[src/rtl/countdown_timer.sv]
// Down-counting lab timer: loads from switches, decrements once per prescaled tick
// under start/pause key control, stops at zero and shows the count on two 7-seg digits.
module countdown_timer #(
    parameter int N           = 6,
    parameter int TICK_CYCLES = 50_000_000
) (
    input  logic         CLOCK_50,
    input  logic         reset_n,
    input  logic [N-1:0] load_val,
    input  logic         start_n,
    input  logic         pause_n,
    output logic [N-1:0] count,
    output logic         running,
    output logic         done,
    output logic [6:0]   HEX0,
    output logic [6:0]   HEX1
);

    localparam int          PW   = (TICK_CYCLES > 1) ? $clog2(TICK_CYCLES) : 1;
    localparam logic [PW-1:0] PMAX = PW'(TICK_CYCLES - 1);

    typedef enum logic [1:0] {S_IDLE, S_RUN, S_PAUSE, S_DONE} state_t;

    state_t        state;
    logic [PW-1:0] presc;
    logic [1:0]    start_sync, pause_sync;
    logic          start_prev, pause_prev;
    logic          start_p, pause_p;
    logic          tick;

    // Keys idle high: 2-flop sync, then a registered falling-edge pulse.
    always_ff @(posedge CLOCK_50 or negedge reset_n) begin
        if (!reset_n) begin
            start_sync <= 2'b11;
            pause_sync <= 2'b11;
            start_prev <= 1'b1;
            pause_prev <= 1'b1;
            start_p    <= 1'b0;
            pause_p    <= 1'b0;
        end else begin
            start_sync <= {start_sync[0], start_n};
            pause_sync <= {pause_sync[0], pause_n};
            start_prev <= start_sync[1];
            pause_prev <= pause_sync[1];
            start_p    <= start_prev & ~start_sync[1];
            pause_p    <= pause_prev & ~pause_sync[1];
        end
    end

    assign tick = (presc == PMAX);

    always_ff @(posedge CLOCK_50 or negedge reset_n) begin
        if (!reset_n) begin
            state <= S_IDLE;
            count <= '0;
            presc <= '0;
        end else begin
            case (state)
                S_IDLE: begin
                    count <= load_val;
                    presc <= '0;
                    if (start_p)
                        state <= (load_val == '0) ? S_DONE : S_RUN;
                end
                S_RUN: begin
                    presc <= tick ? '0 : presc + PW'(1);
                    if (tick) begin
                        count <= count - N'(1);
                        if (count == N'(1))
                            state <= S_DONE;
                        else if (pause_p && !start_p)
                            state <= S_PAUSE;
                    end else if (pause_p && !start_p) begin
                        state <= S_PAUSE;
                    end
                end
                S_PAUSE: begin
                    if (start_p)
                        state <= S_IDLE;
                    else if (pause_p)
                        state <= S_RUN;
                end
                S_DONE: begin
                    count <= '0;
                    presc <= '0;
                    if (start_p)
                        state <= S_IDLE;
                end
                default: state <= S_IDLE;
            endcase
        end
    end

    assign running = (state == S_RUN);
    assign done    = (state == S_DONE);

    function automatic logic [6:0] seg7(input logic [3:0] d);
        case (d)
            4'd0:    seg7 = 7'b1000000;
            4'd1:    seg7 = 7'b1111001;
            4'd2:    seg7 = 7'b0100100;
            4'd3:    seg7 = 7'b0110000;
            4'd4:    seg7 = 7'b0011001;
            4'd5:    seg7 = 7'b0010010;
            4'd6:    seg7 = 7'b0000010;
            4'd7:    seg7 = 7'b1111000;
            4'd8:    seg7 = 7'b0000000;
            4'd9:    seg7 = 7'b0010000;
            default: seg7 = 7'b1111111;
        endcase
    endfunction

    // Widened so the decimal split works for any legal N.
    logic [31:0] cnt32;
    logic [3:0]  units, tens;
    assign cnt32 = 32'(count);
    assign units = 4'(cnt32 % 32'd10);
    assign tens  = 4'(cnt32 / 32'd10);
    assign HEX0  = seg7(units);
    assign HEX1  = seg7(tens);

endmodule

[config.mk]
export PLATFORM = sky130hd
export DESIGN_NAME = countdown_timer
export DESIGN_NICKNAME = d
export VERILOG_FILES = /design/src/rtl/countdown_timer.sv
export SDC_FILE = /design/constraint.sdc
export NUM_CORES = 1
export LEC_CHECK = 0
export BUFFER_PORTS_ARGS = -buffer_cell sky130_fd_sc_hd__buf_2
export CAP_MARGIN = 40
export CORE_AREA = 3 3 74 76
export DETAILED_ROUTE_END_ITERATION = 16
export DIE_AREA = 0 0 77 79
export PLACE_DENSITY = 0.8
export SLEW_MARGIN = 25
export SYNTH_ARGS = -nofsm -noshare
export SYNTH_HDL_FRONTEND = slang
export SYNTH_SLANG_ARGS = --single-unit
[constraint.sdc]
create_clock -name CLOCK_50 -period 4.7 [get_ports CLOCK_50]
set_input_delay 0.47 -clock CLOCK_50 [delete_from_list [all_inputs] [get_ports CLOCK_50]]
set_output_delay 0.47 -clock CLOCK_50 [all_outputs]
set_load 0.005 [all_outputs]
==> metrics.txt, run 1 <==
Syn Area/Cell=approximately 9.1 um2; Slowest-stage cell, CP=dfrtp_1; CTS buffer count=5; layout cells sized above 1=17.65%; Syn Inst Count=~310; nature of the critical path endpoint=output port; CTS hold repair buffers=0; CP top delay family=compound AO/OA/AOI/OAI gates; Final #Nets=around 370; CTS tree=done; Vias=roughly 2300; DRC Markers=0; Flop pwr share=20.9%; flops & latches, synth=42; RSZ-0062 raised after global routing=false; Clock Tree Buf Depth=2; area grow syn2layout=11.09%; WP data required=between 4000 and 5000 ps; share of the synthesized area in the top cell type=between 30% and 40%; Clk pwr share=around an eighth; maximum capacitance violations=0; final std cells w/o fill=just over 400; post-synthesis compound-gate area fraction=14.53%; Post-synth ARST share=100.0%; worst IR drop on VDD=just under 0.5 mV; # port buffers=31; combinational share of power=67.2%; Die Span Y=approximately 79 um; H-tree depth=2; Die W=around 77 um; Max-slew headroom=57.54%; P_sw=approximately 1100 uW; WP data arrival=3860 ps; std cell rows=25; max-slew violation count=0; pwr dens=slightly below 800 nW/um2; Initial Utilization=between 50% and 60%; 1st-iter DRT viols=~150; crit-path cells=or2_2, ha_1, nor2b_1, a21oi_1, a21oi_2, xor2_1, ha_1, o21bai_1, a211oi_1, xnor2_2, nor2_1, o21ai_1, o21a_1, buf_2; Min-Delay Path Class=in -> async; Worst-Margin Slew=628.1 ps; vias in the first global route=about 2200; 1st-pass router iterations=4; Finished Cell Area=roughly 3100 um2; hold slack final=~140 ps; commonest cells in the netlist=dfrtp_1 (36), nor2_1 (36), nand2_1 (28), ha_1 (23), o21ai_0 (22); critical path type=reg -> out; sw frac=between 40% and 50%; Cells after DPL=between 300 and 400; post-CTS sizing=0; xor-xnor portion of the synthesized cell area=~7.4%; Synth cell types=60; Tot GR Track Use=20.33%; post-synthesis simple-gate area fraction=about a quarter; Syn Std Cell Area=2833 um2; mux contribution to synthesized area=1.590%; outcome=finished, final reports clean; internal power=1342 uW; Area contributors post-synth=dfrtp_1 (32%), ha_1 (10%), dfstp_2 (5.6%), nor2_1 (4.8%), xor2_1 (4.6%); crit path max fanout=15; hpwl dp=between 4000 and 5000 um; die area=slightly above 6000 um2; Top Ports=32; largest net degree at the start of global routing=23; DP Area=slightly above 3000 um2; EDFF count, synth=0; WP buf/inv=1; DR WL/cell=13.96 um; post-route ant nets=0; Post-Syn Nets=roughly 340; largest family of logic cells by synthesized area=simple AND/OR/NAND/NOR gates; Final setup violation count=0; most used cell, CP=ha_1; diodes inserted=0; clock root cell=clkbuf_8; Final Util=about two thirds; min Tclk post-route=around 4300 ps; sequential share of the synthesized area=37.37%; Max Fclk=between 200 and 250 MHz; Adder-Cell Fraction of Synth Area=10.51%; GR Overflow Total=0; post-synth top area cell=dfrtp_1; CP startpoint kind=flip-flop; Skew-Pair Late Insertion Delay=about 300 ps; CORE AREA=roughly 4800 um2; Final period util=between 90% and 100%; global-route wire length before repair=10090 um; post-CTS setup buffer count=0; Fin. Hold Viols=0; GPL Wtd Cong=0.8884; Main synth FF type=dfrtp_1; Final TNS setup=0 ps; Pleak=around 0.0014 uW; initial antenna violation count=0; via/cell ratio=5.536; Clock Skew=about 10 ps; Reg clk slew, reported paths=approximately 80 ps; clk sink count=42; Total Wirelength=5681 um; YS warnings=0; CP peak stage delay=~530 ps
metal layers:
metal / GRT usage (%) / wire, um / share of wire (%)
met4: 6.050 / 60 / 1.1
met5: 0 / 0 / 0
met1: 27.40 / 2823 / 50
met3: 3.968 / 191 / 3.4
met2: 33.45 / 2605 / 46
flip-flops by register name, indices dropped and copies added, names as in the netlist:
signal	cells
state	2
pause_prev	1
start_prev	1
count	6
start_sync	2
presc	26
pause_sync	2
start_p	1
pause_p	1
power groups by stage:
stage          Clock (uW)  Combinational, uW  Sequential [uW]
2_1_floorplan           0               1240              473
5_1_grt               320               1930              533
4_1_cts               302               1690              519
6_report              296               1680              520
3_3_place_gp            0               1650              520
3_5_place_dp            0               1680              526
layout make-up:
cell class                 instances  area (um2)
multi-input combinational        245        1657
fill                             392        1639
sequential                        42        1059
timing repair buffer              32       182.7
clock buffer                       7       86.33
tap                               67       83.83
inverter                          13       48.80
clock inverter                     1       30.03
cells by family (layout without fill, tap and decap cells):
| group | count (synthesis) | count (layout) |
|---|---|---|
| buffers and inverters | 24 | 53 |
| and+or+nand+nor | 130 | 130 |
| adders and majority gates | 24 | 24 |
| xor gates and xnor gates | 23 | 23 |
| muxes | 4 | 4 |
| AOI/OAI and AO/OA | 64 | 64 |
| DFF | 42 | 42 |
cell usage in the layout, fill, tap and decap left out, types with 3 or more instances in the layout:
| cell | count |
|---|---|
| a22oi_1 | 4 |
| inv_1 | 12 |
| nor2b_1 | 6 |
| dfstp_2 | 6 |
| dfrtp_1 | 36 |
| a21oi_1 | 15 |
| and4_1 | 5 |
| buf_2 | 31 |
| o21ai_0 | 22 |
| nor4_1 | 6 |
| xor2_1 | 15 |
| nand3_1 | 11 |
| nand4_1 | 5 |
| ha_1 | 23 |
| nor2_1 | 36 |
| xnor2_1 | 7 |
| and3_1 | 7 |
| or2_2 | 3 |
| nand2_1 | 28 |
| clkbuf_8 | 6 |
| nor3_1 | 6 |
| a211oi_1 | 4 |
through the flow:
stage / setup slack [ps] / total power [uW]
after floorplan: 1157 / 1717
after global placement: 830.3 / 2165
after detailed placement: 725.6 / 2208
after CTS: 375.5 / 2512
after global routing: 85.15 / 2778
final: 370.9 / 2491
worst reg2reg max path, stage by stage (launching register included):
cell	delay [ps]
dfrtp_1	430
inv_1	120
ha_1	400
nor4_2	620
and4_1	410
and3_1	250
nand4_1	120
xor2_1	150
nor2_1	50
final timing paths:
check                                        start                 endpoint  slack [ps]  cells after the start
max in group asynchronous                  reset_n     count[4]$_DFFE_PN0P_        4080                      2
setup reg to reg              state[0]$_DFFE_PN0P_    presc[23]$_DFFE_PN0P_        2020                      8
hold / removal                             reset_n    presc[21]$_DFFE_PN0P_         140                      1
hold reg to reg            pause_sync[0]$_DFF_PN1_  pause_sync[1]$_DFF_PN1_         360                      0
min in group CLOCK_50                      pause_n  pause_sync[0]$_DFF_PN1_         270                      1
setup / recovery              count[3]$_DFFE_PN0P_                  HEX0[0]         370                     14
(Power assumes the default switching activity.)
==> run 2: changes to the inputs <==
--- a/config.mk
+++ b/config.mk
@@ -5,12 +5,13 @@
 export SDC_FILE = /design/constraint.sdc
 export NUM_CORES = 1
 export LEC_CHECK = 0
+export ABC_AREA = 1
 export BUFFER_PORTS_ARGS = -buffer_cell sky130_fd_sc_hd__buf_2
 export CAP_MARGIN = 40
-export CORE_AREA = 3 3 74 76
+export CORE_AREA = 3 3 80 82
 export DETAILED_ROUTE_END_ITERATION = 16
-export DIE_AREA = 0 0 77 79
-export PLACE_DENSITY = 0.8
+export DIE_AREA = 0 0 83 85
+export PLACE_DENSITY = 0.79
 export SLEW_MARGIN = 25
 export SYNTH_ARGS = -nofsm -noshare
 export SYNTH_HDL_FRONTEND = slang
==> run 2 against run 1 <==
  * Via count is 32% higher
  * Clock-buffer cell count down 2
  * Register-to-register slack improved by 440 ps
  * Non-clock buffer count unchanged
  * Routed wire length up 22%
  * Clock power down 15%
  * First-iteration DRC count down 1.4%
  * Utilization decreased by 2.9 points
  * Die area is 16% higher
  * Critical endpoint is now HEX0[3]
  * Largest cell class unchanged
==> metrics.txt, run 2 <==
Main synth FF type=dfrtp_1; Top Ports=32; clk sink count=between 40 and 50; Clock Skew=~3.5 ps; GR Overflow Total=0; Final #Nets=~530; Min-Delay Path Class=in -> async; Post-synth ARST share=between 90% and 100%; routed wl met3=around 230 um; worst IR drop on VDD=around 0.9 mV; leading cell type in the layout, fill and taps excluded=nand2_1; top-count cell post-synth=nand2_1; CP peak stage delay=460 ps; post-synth top area cell=dfrtp_1; Levels on crit path=15; vias in the first global route=between 2000 and 3000; combinational share of power=73.6%; die area=7055 um2; 1st-pass router iterations=4; nature of the critical path endpoint=output port; global-route wire length before repair=12140 um; max reg flops=26; Tot GR Track Use=between 20% and 30%; DP Area=roughly 3600 um2; Final period util=69.97%; CP top delay family=simple AND/OR/NAND/NOR gates; Flop pwr share=17.7%; via/cell ratio=approximately 5.2; flops & latches, synth=42; CTS buffer count=5; largest net degree at the start of global routing=30; CP startpoint=count[3]$_DFFE_PN0P_; clock root cell=clkbuf_8; post-CTS setup buffer count=0; crit-path cells=inv_2, nand2_2, ha_1, o21ai_1, nand3_4, nor2_8, nand2_2, nand2_2, inv_1, ha_1, nand2_1, nand2_1, nand2_1, nand2_1, buf_2; Critical Path End=HEX0[3]; Max Fclk=between 300 and 400 MHz; CORE AREA=5816 um2; Post-Syn Nets=approximately 500; WP buf/inv=3; r2r startpoint=state[0]$_DFFE_PN0P_; Finished Cell Area=between 3000 and 4000 um2; CP startpoint kind=flip-flop; most used cell, CP=nand2_1; Clock Tree Buf Depth=2; Top Metal Used=met4; Vias=2980; outcome=finished, final reports clean; CTS tree=done; layout cells sized above 1=approximately 22%; pwr dens=between 700 and 800 nW/um2; Die W=83 um; most frequent cells in the layout=nand2_1 (100), inv_1 (56), nor2_1 (50); Max-slew headroom=approximately 66%; post-CTS sizing=0; YS warnings=0; critical path type=reg -> out; cell count of the worst reg-to-reg path=6; post-route ant nets=0; crit path max fanout=8; Syn Area/Cell=just over 7 um2; Initial Utilization=around 57%; Syn Std Cell Area=around 3300 um2; sequential share of the synthesized area=a little under a third; internal power=between 1000 and 1500 uW; Skew-Pair Late Insertion Delay=around 300 ps; Final Util=roughly 63%; Slowest-stage cell, CP=dfrtp_1; P_sw=1554 uW; met1 WL=approximately 3100 um; diodes inserted=0; Pleak=~0.0018 uW; share of the synthesized area in the top cell type=a little over a quarter; DR WL/cell=12.21 um; max-slew violation count=0; RSZ-0062 raised after global routing=false; GPL Wtd Cong=between 0.8 and 0.9; Synth cell types=43; DRC Markers=0; Reg clk slew, reported paths=90 ps; R2R setup slack=2460 ps; Die Span Y=between 80 and 90 um; Top Registers=presc: 26 flops, count: 6 flops; initial antenna violation count=0; min Tclk post-route=~3300 ps; Final setup violation count=0; EDFF count, synth=0; H-tree depth=2; hpwl dp=between 5000 and 6000 um; 1st-iter DRT viols=144; CTS hold repair buffers=0; sw frac=approximately 54%; Syn Inst Count=460; area grow syn2layout=9.486%; RR Endpoint=presc[10]$_DFFE_PN0P_; WP data required=around 4200 ps; Layout fillers=roughly 510; Final Power=2898 uW; Fin. Hold Viols=0; Clk pwr share=roughly 8.7%; Worst-Margin Slew=approximately 510 ps; std cell rows=28; # port buffers=31; Area contributors post-synth=dfrtp_1 (27%), nand2_1 (11%), ha_1 (8.6%), inv_1 (6.3%), nor2_1 (5.6%); Total Wirelength=6945 um; maximum capacitance violations=0; most flop-heavy register=presc; Final TNS setup=0 ps; WP data arrival=2820 ps; DR WL met2=3474 um; commonest cells in the netlist=nand2_1 (100), inv_1 (56), nor2_1 (50), dfrtp_1 (36), nand3_1 (34); hold slack final=about 54 ps
-- run 2: changes by cell type after synthesis, sizes merged, moves of 10 or more --
cell | before | now
nand2 | 28 | 128
xor2 | 15 | 5
nand3 | 12 | 40
inv | 13 | 67
nor2 | 36 | 56
nor3 | 6 | 18
-- run 2: through the flow --
| stage | std cells | worst slack (ps) |
|---|---|---|
| final | 569 | 1411 |
| after detailed placement | 561 | 1752 |
| after global routing | 569 | 1192 |
| after floorplan | 460 | 2029 |
| after CTS | 569 | 1415 |
| after global placement | 560 | 1837 |
-- run 2: kinds of logic after synthesis --
| family | count (synthesis) | synth area share, % |
|---|---|---|
| DFF | 42 | 31.72 |
| xor gates and xnor gates | 6 | 1.575 |
| and+or+nand+nor | 263 | 39.71 |
| buffers and inverters | 75 | 9.448 |
| AOI/OAI and AO/OA | 51 | 8.925 |
| adders and majority gates | 23 | 8.624 |
-- run 2: power by group through the flow --
stage                     combinational [uW]  clock [uW]  sequential [uW]
after CTS                               2150         256              510
after global routing                    2420         270              524
after floorplan                         1640           0              484
after global placement                  2100           0              513
final                                   2130         252              512
after detailed placement                2140           0              518
-- run 2: final cells by class --
type                       count  area (um2)  area share (%)
clock buffer                   5       68.82           1.884
clock inverter                 3       28.78          0.7877
inverter                      69       265.3           7.260
multi-input combinational    343        1963           53.73
sequential                    42        1059           28.97
tap                           75       93.84           2.568
timing repair buffer          32       175.2           4.795
-- run 2: worst min path at each step --
stage | startpoint | to | slack, ps
final | reset_n | presc[16]$_DFFE_PN0P_ | 50
after global routing | reset_n | presc[16]$_DFFE_PN0P_ | 80
after CTS | reset_n | presc[16]$_DFFE_PN0P_ | 60
after detailed placement | start_sync[0]$_DFF_PN1_ | start_sync[1]$_DFF_PN1_ | 350
after global placement | pause_sync[0]$_DFF_PN1_ | pause_sync[1]$_DFF_PN1_ | 350
after floorplan | reset_n | count[0]$_DFFE_PN0P_ | 170
-- run 2: worst register-to-register path: stages, from the launching register on --
cell	delay, ps
dfrtp_1	410
inv_1	170
ha_1	430
clkinv_2	340
nand2_1	430
inv_2	180
nor3_1	210
-- run 2: routing by layer --
metal  global-route usage (%)  up-vias
li1                         -     1546
met1                    25.39     1362
met2                    36.73       58
met3                    2.621       14
met4                    7.132        0
met5                        0        -
==> run 3: changes to the inputs <==
--- a/config.mk
+++ b/config.mk
@@ -8,10 +8,10 @@
 export ABC_AREA = 1
 export BUFFER_PORTS_ARGS = -buffer_cell sky130_fd_sc_hd__buf_2
 export CAP_MARGIN = 40
-export CORE_AREA = 3 3 80 82
+export CORE_AREA = 3 3 83 85
 export DETAILED_ROUTE_END_ITERATION = 16
-export DIE_AREA = 0 0 83 85
-export PLACE_DENSITY = 0.79
+export DIE_AREA = 0 0 86 88
+export PLACE_DENSITY = 0.77
 export SLEW_MARGIN = 25
 export SYNTH_ARGS = -nofsm -noshare
 export SYNTH_HDL_FRONTEND = slang
==> constraint.sdc (replaced) <==
create_clock -name CLOCK_50 -period 2.8 [get_ports CLOCK_50]
set_input_delay 0.28 -clock CLOCK_50 [delete_from_list [all_inputs] [get_ports CLOCK_50]]
set_output_delay 0.28 -clock CLOCK_50 [all_outputs]
set_load 0.005 [all_outputs]
==> run 3 against run 2 <==
  * First-iteration DRC count shrank 4.9%
  * Sequential share of layout area shrank 2.4 points
  * Routed wire length grew 15%
  * Combinational power grew 110%
  * Clock-buffer cell count is the same
  * Largest cell class unchanged
  * Total power grew 110%
  * Sequential cell count is the same
  * Sequential power grew 59%
  * Hold slack gained 17 ps
  * Global-route usage grew 0.38 points
  * Cell count grew 4.7%
  * Utilization grew 0.84 points
==> metrics.txt, run 3 (synthesized netlist as in run 2, its figures left out) <==
DRC Markers=0; pwr dens=1487 nW/um2; H-tree depth=2; Clock Skew=around 2.6 ps; Pleak=0.001987 uW; hpwl dp=around 5700 um; final std cells w/o fill=around 600; Final #Nets=~550; Final Power=just under 6000 uW; WP data arrival=between 2000 and 2500 ps; FF/Latch Area=between 1000 and 1500 um2; Worst-Margin Slew=454.9 ps; Die W=about 86 um; crit-path cells=inv_2, nand2_4, ha_4, inv_2, o21ai_2, nand2_2, buf_6, buf_4, buf_6, nand4_1, nand2_1, nand2_2, nand2_4, nand2_2, nand2_1, nand2_1, nand2_1, buf_2; clock root cell=clkbuf_8; vias in the first global route=around 3000; Place WS=121.5 ps; Reg clk slew, reported paths=roughly 80 ps; Final Util=between 60% and 70%; Slowest-stage cell, CP=dfrtp_2; Tot GR Track Use=between 20% and 30%; CTS tree=done; layout cells sized above 1=29.09%; outcome=finished, final reports clean; post-route ant nets=0; Max Fclk=~370 MHz; initial antenna violation count=0; diodes inserted=0; clk sink count=42; Fin. Hold Viols=0; via/cell ratio=approximately 5.4; Skew-Pair Late Insertion Delay=about 300 ps; crit path max fanout=4; maximum capacitance violations=0; CP startpoint kind=flip-flop; 1st-iter DRT viols=137; # port buffers=31; Layout fillers=540; Min-Delay Path Class=in -> reg; 1st-pass router iterations=4; leading cell type in the layout, fill and taps excluded=nand2_1; CORE AREA=around 6300 um2; global-route wire length before repair=roughly 13000 um; area grow syn2layout=19.76%; DR WL/cell=13.35 um; Top Registers=presc: 26 flops, count: 6 flops; Final setup violation count=0; hold slack final=a little over 70 ps; Max-slew headroom=between 60 and 70%; post-route setup slack=97.18 ps; min Tclk post-route=approximately 2700 ps; Vias=about 3200; worst IR drop on VDD=slightly below 2 mV; most frequent cells in the layout=nand2_1 (96), inv_1 (54), nor2_1 (49); Clock Tree Buf Depth=2; Cells after DPL=roughly 570; nature of the critical path endpoint=output port; largest net degree at the start of global routing=28; die area=between 7000 and 8000 um2; most flop-heavy register=presc; area used by multi-input combinational logic=about 2000 um2; Top Ports=32; Final period util=between 90% and 100%; std cell rows=29; CP peak stage delay=between 400 and 500 ps; Initial Utilization=53.16%; critical path type=reg -> out; WP data required=between 2000 and 3000 ps; GR Overflow Total=0; max reg flops=26; max-slew violation count=0; Die Span Y=between 80 and 90 um; CTS buffer count=5; most used cell, CP=nand2_1; Total Wirelength=7959 um; GPL Wtd Cong=between 0.9 and 1
## run 3: changes by cell type in the layout (fill, tap and decap cells not counted), sizes merged
cell | before | now
inv | 69 | 67
dlygate4sd3 | 0 | 1
bufinv | 0 | 2
buf | 32 | 56
## run 3: final cells by class
type,count,share of cell area [%]
Multi-Input combinational cell,343,51.50
Timing Repair Buffer,57,9.424
Clock buffer,5,1.722
Tap cell,77,2.411
Clock inverter,3,1.722
Sequential cell,42,26.58
Inverter,69,6.637
## run 3: path summary, 6_finish.rpt
kind / to / depth (start not counted) / slack [ps] / startpoint
setup / recovery: HEX0[0] / 18 / 100 / count[3]$_DFFE_PN0P_
hold / removal: start_sync[0]$_DFF_PN1_ / 1 / 70 / start_n
setup reg to reg: presc[10]$_DFFE_PN0P_ / 10 / 590 / presc[0]$_DFFE_PN0P_
hold reg to reg: start_sync[1]$_DFF_PN1_ / 0 / 360 / start_sync[0]$_DFF_PN1_
max in group asynchronous: pause_prev$_DFF_PN1_ / 3 / 1830 / reset_n
min in group asynchronous: presc[17]$_DFFE_PN0P_ / 2 / 430 / reset_n
## run 3: timing repair
item | 4_1_cts | 5_1_grt
setup endpoints to repair | 7 | 7
hold endpoints to repair | 15 | 0
resized for setup | 3 | 23
pin swaps | 1 | 13
hold buffers | 1 | 0
setup buffers | 8 | 12
## run 3: through the flow
step | TNS (ps) | area (um2)
after floorplan | 0 | 3337
after global placement | 0 | 3576
after detailed placement | 0 | 3596
after CTS | -1.944 | 3815
after global routing | -150.2 | 3996
final | 0 | 3996
## run 3: critical path: cells and delay by family, from the launching register on
family	cells	cell delay, ps
AOI/OAI and AO/OA	1	50
adders and majority gates	1	280
buffers and inverters	6	590
DFF	1	420
and+or+nand+nor	10	790
## run 3: power by group
| group | total, uW | internal (uW) | switching (uW) |
|---|---|---|---|
| clock | 579 | 357 | 222 |
| sequential | 813 | 707 | 106 |
| combinational | 4550 | 1880 | 2670 |
## run 3: layer usage
metal / track usage, % / part of all wire, % / vias up
met1: 26.02 / 45 / 1529
met4: 5.899 / 1.3 / 0
met5: 0 / 0 / -
li1: - / - / 1598
met3: 2.446 / 3.3 / 13
met2: 37.91 / 50 / 71
